## src/rtl/router_pkg.sv

```systemverilog
// Shared types and constants for the router packet protocol.
package router_pkg;
  localparam int DATA_WIDTH = 8;
  localparam int LEN_WIDTH  = 6;
  localparam int ADDR_WIDTH = 2;
  localparam int BUF_DEPTH  = 1 << LEN_WIDTH;

  localparam logic [LEN_WIDTH-1:0]  MAX_PAYLOAD  = 6'd63;
  localparam logic [ADDR_WIDTH-1:0] INVALID_ADDR = 2'b11;

  typedef enum logic [2:0] {
    IDLE,
    HEADER,
    PAYLOAD,
    PARITY,
    GAP
  } tx_state_e;

  typedef struct packed {
    logic [LEN_WIDTH-1:0]  len;
    logic [ADDR_WIDTH-1:0] addr;
    logic                  corrupt;
  } tx_req_t;

  function automatic logic [DATA_WIDTH-1:0] pack_header(
    input logic [LEN_WIDTH-1:0]  len,
    input logic [ADDR_WIDTH-1:0] addr
  );
    return {len, addr};
  endfunction
endpackage

```

## src/rtl/packet_transmitter_if.sv

```systemverilog
// Client request + router output signals of the packet transmitter.
interface packet_transmitter_if;
  import router_pkg::*;

  logic                  i_Wr_En;
  logic [DATA_WIDTH-1:0] i_Wr_Data;
  logic                  i_Start;
  logic [ADDR_WIDTH-1:0] i_Dest_Address;
  logic                  i_Corrupt_Parity;
  logic                  i_Sig_Busy;
  logic                  o_Sig_Packet_Valid;
  logic [DATA_WIDTH-1:0] o_Output_Data;
  logic                  o_Tx_Busy;
  logic                  o_Done;
  logic                  o_Req_Error;

  modport slave (
    input  i_Wr_En, i_Wr_Data, i_Start, i_Dest_Address, i_Corrupt_Parity, i_Sig_Busy,
    output o_Sig_Packet_Valid, o_Output_Data, o_Tx_Busy, o_Done, o_Req_Error
  );

  modport master (
    output i_Wr_En, i_Wr_Data, i_Start, i_Dest_Address, i_Corrupt_Parity, i_Sig_Busy,
    input  o_Sig_Packet_Valid, o_Output_Data, o_Tx_Busy, o_Done, o_Req_Error
  );
endinterface

```

## src/rtl/tx_payload_buffer.sv

```systemverilog
// Payload RAM: synchronous write, asynchronous read by index; not reset.
module tx_payload_buffer
  import router_pkg::*;
(
  input  logic                  clk,
  input  logic                  wr_en,
  input  logic [LEN_WIDTH-1:0]  wr_idx,
  input  logic [DATA_WIDTH-1:0] wr_data,
  input  logic [LEN_WIDTH-1:0]  rd_idx,
  output logic [DATA_WIDTH-1:0] rd_data
);
  logic [DATA_WIDTH-1:0] mem [BUF_DEPTH];

  always_ff @(posedge clk) begin
    if (wr_en) mem[wr_idx] <= wr_data;
  end

  assign rd_data = mem[rd_idx];
endmodule

```

## src/rtl/packet_transmitter.sv

```systemverilog
// Buffers client payload and emits header/payload/parity packets to a router input.
module packet_transmitter
  import router_pkg::*;
(
  input  logic                 clk,
  input  logic                 reset,
  packet_transmitter_if.slave  bus
);
  tx_state_e             state_q, state_d;
  logic [LEN_WIDTH-1:0]  count_q, count_d;
  logic [LEN_WIDTH-1:0]  idx_q, idx_d;
  tx_req_t               req_q, req_d;
  logic [DATA_WIDTH-1:0] parity_q, parity_d;
  logic [DATA_WIDTH-1:0] data_q, data_d;
  logic                  valid_q, valid_d;
  logic                  busy_q, busy_d;
  logic                  done_q, done_d;
  logic                  err_q, err_d;

  logic                  wr_en;
  logic [DATA_WIDTH-1:0] rd_data;
  logic                  stall;
  logic                  in_pkt;
  logic                  start_ok;

  tx_payload_buffer u_buf (
    .clk     (clk),
    .wr_en   (wr_en),
    .wr_idx  (count_q),
    .wr_data (bus.i_Wr_Data),
    .rd_idx  (idx_q),
    .rd_data (rd_data)
  );

  // busy_q still covers the cycle where the done pulse is on the wire.
  assign in_pkt   = (state_q != IDLE) || busy_q;
  assign stall    = bus.i_Sig_Busy && (state_q inside {HEADER, PAYLOAD, PARITY});
  assign start_ok = bus.i_Start && (count_q != '0) && (bus.i_Dest_Address != INVALID_ADDR);

  always_comb begin
    state_d  = state_q;
    count_d  = count_q;
    idx_d    = idx_q;
    req_d    = req_q;
    parity_d = parity_q;
    data_d   = data_q;
    valid_d  = valid_q;
    busy_d   = busy_q;
    done_d   = 1'b0;
    err_d    = 1'b0;
    wr_en    = 1'b0;

    if (in_pkt) begin
      err_d = bus.i_Wr_En | bus.i_Start;
    end else begin
      if (bus.i_Start && !start_ok) err_d = 1'b1;
      if (start_ok) begin
        req_d   = '{len: count_q, addr: bus.i_Dest_Address, corrupt: bus.i_Corrupt_Parity};
        state_d = HEADER;
        if (bus.i_Wr_En) err_d = 1'b1;
      end else if (bus.i_Wr_En) begin
        if (count_q == MAX_PAYLOAD) begin
          err_d = 1'b1;
        end else begin
          wr_en   = 1'b1;
          count_d = count_q + 1'b1;
        end
      end
    end

    case (state_q)
      IDLE: begin
        data_d  = '0;
        valid_d = 1'b0;
        busy_d  = 1'b0;
      end
      HEADER: if (!stall) begin
        data_d   = pack_header(req_q.len, req_q.addr);
        parity_d = pack_header(req_q.len, req_q.addr);
        valid_d  = 1'b1;
        busy_d   = 1'b1;
        idx_d    = '0;
        state_d  = PAYLOAD;
      end
      PAYLOAD: if (!stall) begin
        data_d   = rd_data;
        parity_d = parity_q ^ rd_data;
        idx_d    = idx_q + 1'b1;
        if (idx_q + 1'b1 == req_q.len) state_d = PARITY;
      end
      PARITY: if (!stall) begin
        data_d  = parity_q ^ {{(DATA_WIDTH-1){1'b0}}, req_q.corrupt};
        valid_d = 1'b0;
        state_d = GAP;
      end
      GAP: begin
        data_d  = '0;
        valid_d = 1'b0;
        done_d  = 1'b1;
        count_d = '0;
        state_d = IDLE;
      end
      default: state_d = IDLE;
    endcase
  end

  always_ff @(posedge clk) begin
    if (!reset) begin
      state_q  <= IDLE;
      count_q  <= '0;
      idx_q    <= '0;
      req_q    <= '0;
      parity_q <= '0;
      data_q   <= '0;
      valid_q  <= 1'b0;
      busy_q   <= 1'b0;
      done_q   <= 1'b0;
      err_q    <= 1'b0;
    end else begin
      state_q  <= state_d;
      count_q  <= count_d;
      idx_q    <= idx_d;
      req_q    <= req_d;
      parity_q <= parity_d;
      data_q   <= data_d;
      valid_q  <= valid_d;
      busy_q   <= busy_d;
      done_q   <= done_d;
      err_q    <= err_d;
    end
  end

  assign bus.o_Sig_Packet_Valid = valid_q;
  assign bus.o_Output_Data      = data_q;
  assign bus.o_Tx_Busy          = busy_q;
  assign bus.o_Done             = done_q;
  assign bus.o_Req_Error        = err_q;
endmodule
```

## src/flat_wrapper.sv

```systemverilog
// flat-port wrapper written by rule: the top's interface ports become plain ports
module packet_transmitter_flat import router_pkg::*;
  (clk, reset, bus_i_Wr_En, bus_i_Wr_Data, bus_i_Start, bus_i_Dest_Address, bus_i_Corrupt_Parity, bus_i_Sig_Busy, bus_o_Sig_Packet_Valid, bus_o_Output_Data, bus_o_Tx_Busy, bus_o_Done, bus_o_Req_Error);
  packet_transmitter_if bus_i ();
  input  logic clk;
  input  logic reset;
  input wire logic [$bits(bus_i.i_Wr_En)-1:0] bus_i_Wr_En;
  input wire logic [$bits(bus_i.i_Wr_Data)-1:0] bus_i_Wr_Data;
  input wire logic [$bits(bus_i.i_Start)-1:0] bus_i_Start;
  input wire logic [$bits(bus_i.i_Dest_Address)-1:0] bus_i_Dest_Address;
  input wire logic [$bits(bus_i.i_Corrupt_Parity)-1:0] bus_i_Corrupt_Parity;
  input wire logic [$bits(bus_i.i_Sig_Busy)-1:0] bus_i_Sig_Busy;
  output wire logic [$bits(bus_i.o_Sig_Packet_Valid)-1:0] bus_o_Sig_Packet_Valid;
  output wire logic [$bits(bus_i.o_Output_Data)-1:0] bus_o_Output_Data;
  output wire logic [$bits(bus_i.o_Tx_Busy)-1:0] bus_o_Tx_Busy;
  output wire logic [$bits(bus_i.o_Done)-1:0] bus_o_Done;
  output wire logic [$bits(bus_i.o_Req_Error)-1:0] bus_o_Req_Error;
  assign bus_i.i_Wr_En = bus_i_Wr_En;
  assign bus_i.i_Wr_Data = bus_i_Wr_Data;
  assign bus_i.i_Start = bus_i_Start;
  assign bus_i.i_Dest_Address = bus_i_Dest_Address;
  assign bus_i.i_Corrupt_Parity = bus_i_Corrupt_Parity;
  assign bus_i.i_Sig_Busy = bus_i_Sig_Busy;
  assign bus_o_Sig_Packet_Valid = bus_i.o_Sig_Packet_Valid;
  assign bus_o_Output_Data = bus_i.o_Output_Data;
  assign bus_o_Tx_Busy = bus_i.o_Tx_Busy;
  assign bus_o_Done = bus_i.o_Done;
  assign bus_o_Req_Error = bus_i.o_Req_Error;
  packet_transmitter u_core (.clk(clk), .reset(reset), .bus(bus_i));
endmodule
```

## config.mk

```make
export PLATFORM = sky130hd
export DESIGN_NAME = packet_transmitter_flat
export DESIGN_NICKNAME = d
export VERILOG_FILES = /design/src/rtl/router_pkg.sv /design/src/rtl/packet_transmitter_if.sv /design/src/rtl/tx_payload_buffer.sv /design/src/rtl/packet_transmitter.sv /design/src/flat_wrapper.sv
export SDC_FILE = /design/constraint.sdc
export NUM_CORES = 1
export LEC_CHECK = 0
export BUFFER_PORTS_ARGS = -buffer_cell sky130_fd_sc_hd__buf_2
export CORE_ASPECT_RATIO = 2
export CORE_UTILIZATION = 35
export DETAILED_ROUTE_END_ITERATION = 10
export SYNTH_ARGS = -nofsm -noshare
export SYNTH_HDL_FRONTEND = slang
export SYNTH_SLANG_ARGS = --single-unit
```

## constraint.sdc

```tcl
create_clock -name clk -period 2.6 [get_ports clk]
set_input_delay 0.39 -clock clk [delete_from_list [all_inputs] [get_ports clk]]
set_output_delay 0.39 -clock clk [all_outputs]
set_load 0.05 [all_outputs]
```

==> results.md <==
* Clock insertion delay at the later pin of the skew report at 0.60 ns
* Setup slack, reg-to-reg at 0.06 ns
* Clock transition time at the flip-flop clock pins of the worst setup and hold paths at 0.07 ns
* Skew final at 0.02472 ns
* Vias per inst at 5.390
* Clock tree from TritonCTS: yes
* Max-slew violation count at 0
* Max-slew headroom at the worst pin at 31.80%
* TritonCTS buffer count at 46
* Post-layout min period at 2.536 ns
* Number of global-route vias before repair at 13000
* Proportion of register bits with asynchronous set or reset after synthesis at 0%
* Register bit count reported by yosys at 562
* Crit Path Class: reg -> reg
* Endpoint of the worst register-to-register path: u_core.parity_q[7]
* Footprint of the flip-flops and latches at 0.01639 mm2
* CP Capture Type: register
* Area of the mapped netlist at 0.02238 mm2
* Initial standard-cell utilization of the core at 35.55%
* Worst Tran Pin Value at 1.023 ns
* Total number of yosys warnings at 0
* Highest cell delay on the worst timing path at 0.48 ns
* RSZ-0062 raised after global routing: true
* CP arrival at 3.01 ns
* Fraction of layout instances using a drive strength above 1 at 29.68%
* Number of distinct library cells after synthesis at 59
* Global-route wire length before repair at 87.12 mm
* Final Non-Filler Cells at 2281
* Top cell type's share of synthesized area at 68.71%
* Mapped Cells at 1247
* Final Routed Wirelength at 59.80 mm
* Number of placed cells counting well taps at 2194
* Site row count at 130
* Required time at the endpoint of the critical path at 3.08 ns
* CTS Sinks at 562
* Largest fanout of any net on the critical path at 18
* Number of filler cells placed in the layout at 5538
* # setup viols final at 0
* Port bufs at 27
* Post-route clock period utilization at 97.54%
* Number of buffers on the longest clock path at 3
* Result of the run: complete, no violations
* Number of failing hold endpoints at the final stage at 0
* Cell Chain, Critical Path: buf_12 > buf_12 > buf_4 > mux4_2 > mux2i_1 > a211o_1 > a31oi_1 > nand4b_1 > o211ai_1
* Router iterations before antenna repair at 5
* Clock root cell: clkbuf_16
* Number of top-level pins at 28
* Worst-path cell with the longest stage delay: mux4_2
* Number of inserted diodes at 0
* Startpoint types: register
* Hold Path End: u_core.req_q[0]
* Min-Delay Path Depth at 3
* Largest net degree at the start of global routing at 65
* Final weighted congestion in routability-driven placement at 0.9047
* Total area of multi-input combinational cells at 0.005714 mm2
* Area overhead of the layout relative to synthesis at 18.85%
* Floorplan die height at 359.6 um
* Die Wd at 180.8 um
* Hold WC Path Type: in -> reg
* Mean routed wirelength per cell at 26.22 um
* Post-layout net count at 1470
* Count leader, synth: edfxtp_1
* Number of nets with antenna violations after detailed routing at 0
* Hold bufs inserted after CTS at 0
* Maximum level of the CTS H-tree at 2
* Synth Flop Type: edfxtp_1
* Peak VDD IR at 0.5262 mV
* Number of nets in the synthesized netlist at 1266
* Worst Reg2Reg Path Length in Cells at 9
* Gr ovfl total at 0
* Standard cell area after detailed placement at 0.02499 mm2
* Via count of the routed design at 12300
* DR DRC count at 0
* Hold WS at 0.05160 ns
* Post-detailed-placement half-perimeter wirelength at 41.45 mm
* Count of buffers added by post-CTS timing repair for setup at 0
* Sequential element share of the synthesized area at 73.18%
* Area of the die at 0.06501 mm2
* Top cell types by occurrence after synthesis: edfxtp_1 (512), nor2_1 (101), mux4_2 (99)
* Min-delay src: bus_i_Corrupt_Parity
* Number of maximum-capacitance violations at 0
* Cell accounting for the most synthesized area: edfxtp_1
* Power Dens Cells at 667.6 mW/mm2
* Number of enable flip-flop cells after synthesis at 512
* Standard cell core area at 0.06295 mm2
* Number of antenna violations at the first check in global routing at 0
* Number of DRC violations after detailed-routing iteration 0 at 888
* Cell area after layout at 0.02660 mm2
* Synthesized area divided by synthesized cell count at 17.94 um2
* Cell leakage power at 8.451 nW
* Top achievable clock speed at 394.3 MHz
* GRT Overall Usage at 18.49%
* Dominant cell type by count on the critical path: buf_12
* Area contributors post-synth: edfxtp_1 (69%), mux4_2 (10%), dfxtp_1 (4.5%), mux2i_1 (3.6%), nor2_1 (1.7%)
==> worst max path at each step <==
stage | start | end | slack, ns | depth (start not counted)
global route | register | u_core.parity_q[5] | -0.06 | 10
finish | register | u_core.parity_q[7] | 0.06 | 9
CTS | register | u_core.parity_q[7] | 0.01 | 8
detailed placement | register | u_core.parity_q[7] | -0.21 | 8
floorplan | u_core.count_q[5] | u_core.u_buf.mem[51][0] | -0.08 | 9
global placement | register | u_core.parity_q[7] | -0.26 | 8
==> timing repair <==
item,CTS,global route
gates resized for setup,7,25
pin swaps,1,1
setup endpoints to repair,7,66
gates cloned,0,1
==> cell usage in the layout (no fill, tap or decap), types with 9 or more instances in the layout <==
master	count
edfxtp_1	512
buf_4	167
mux4_2	99
nor2_1	89
mux2i_1	81
nand2_1	58
clkbuf_16	50
dfxtp_1	46
a22oi_1	30
buf_12	28
buf_2	27
nor2b_1	23
o21ai_0	21
a21oi_1	21
nand3_1	17
clkbuf_1	12
o221ai_1	11
nor2_2	11
a31oi_1	10
xor2_1	10
clkinv_2	9
==> through the flow <==
stage               power (mW)  util [%]  worst slack (ns)  setup TNS (ns)
finish                   17.76     42.25           0.06403               0
global route             18.23     42.25          -0.06067         -0.1334
CTS                      17.87     42.04           0.01386               0
detailed placement       11.11     39.70           -0.2076         -0.6399
global placement         11.09     39.70           -0.2598         -0.7128
floorplan                10.60         -          -0.07553          -10.50
==> metal layers <==
layer | part of all wire, % | wire length, um | up-vias | GRT usage (%)
li1 | - | - | 5397 | -
met1 | 35 | 21070 | 6479 | 19.53
met2 | 57 | 34080 | 312 | 35.90
met3 | 3.0 | 1807 | 107 | 1.710
met4 | 4.8 | 2850 | 0 | 9.284
met5 | 0 | 0 | - | 0
==> flip-flops by register name, indices dropped and copies added (netlist names), named ones only <==
signal / cells
u_core.u_buf.mem: 512
u_core.req_q: 9
u_core.bus.o_Output_Data: 8
u_core.parity_q: 8
u_core.count_q: 6
u_core.idx_q: 6
u_core.state_q: 3
u_core.bus.o_Done: 1
u_core.bus.o_Req_Error: 1
u_core.bus.o_Sig_Packet_Valid: 1
u_core.bus.o_Tx_Busy: 1
==> worst max-delay path: cells and delay by family (launching register included) <==
kind                   cells  cell delay (ns)
buffers and inverters      3             0.49
and+or+nand+nor            1             0.15
DFF                        1             0.39
AOI/OAI and AO/OA          3             0.58
muxes                      2             0.77
==> logic make-up (layout without fill, tap and decap cells) <==
group                    after synthesis  count (layout)  synth area share (%)
AO/OA/AOI/OAI                        146             146                 4.647
XOR/XNOR                              18              18                0.7045
multiplexers                         188             188                 13.99
flip-flops                           562             562                 73.18
adder cells (fa/ha/maj)                3               3                0.1678
AND/OR/NAND/NOR                      255             255                 5.413
buffers and inverters                 75             317                 1.896
==> power by group <==
part	internal, mW	switching [mW]	total [mW]
Sequential	9.93	0.0456	9.97
Combinational	0.327	0.627	0.954
Clock	3.63	3.20	6.83
Total	13.9	3.88	17.8
==> cell type report <==
class / count / share of cell area, %
Tap cell: 792 / 3.726
Clock buffer: 63 / 4.883
Multi-Input combinational cell: 610 / 21.49
Clock inverter: 23 / 0.5740
Sequential cell: 562 / 61.62
Inverter: 4 / 0.05645
Timing Repair Buffer: 227 / 7.654
Note: power is estimated with default switching activity, not from simulation.
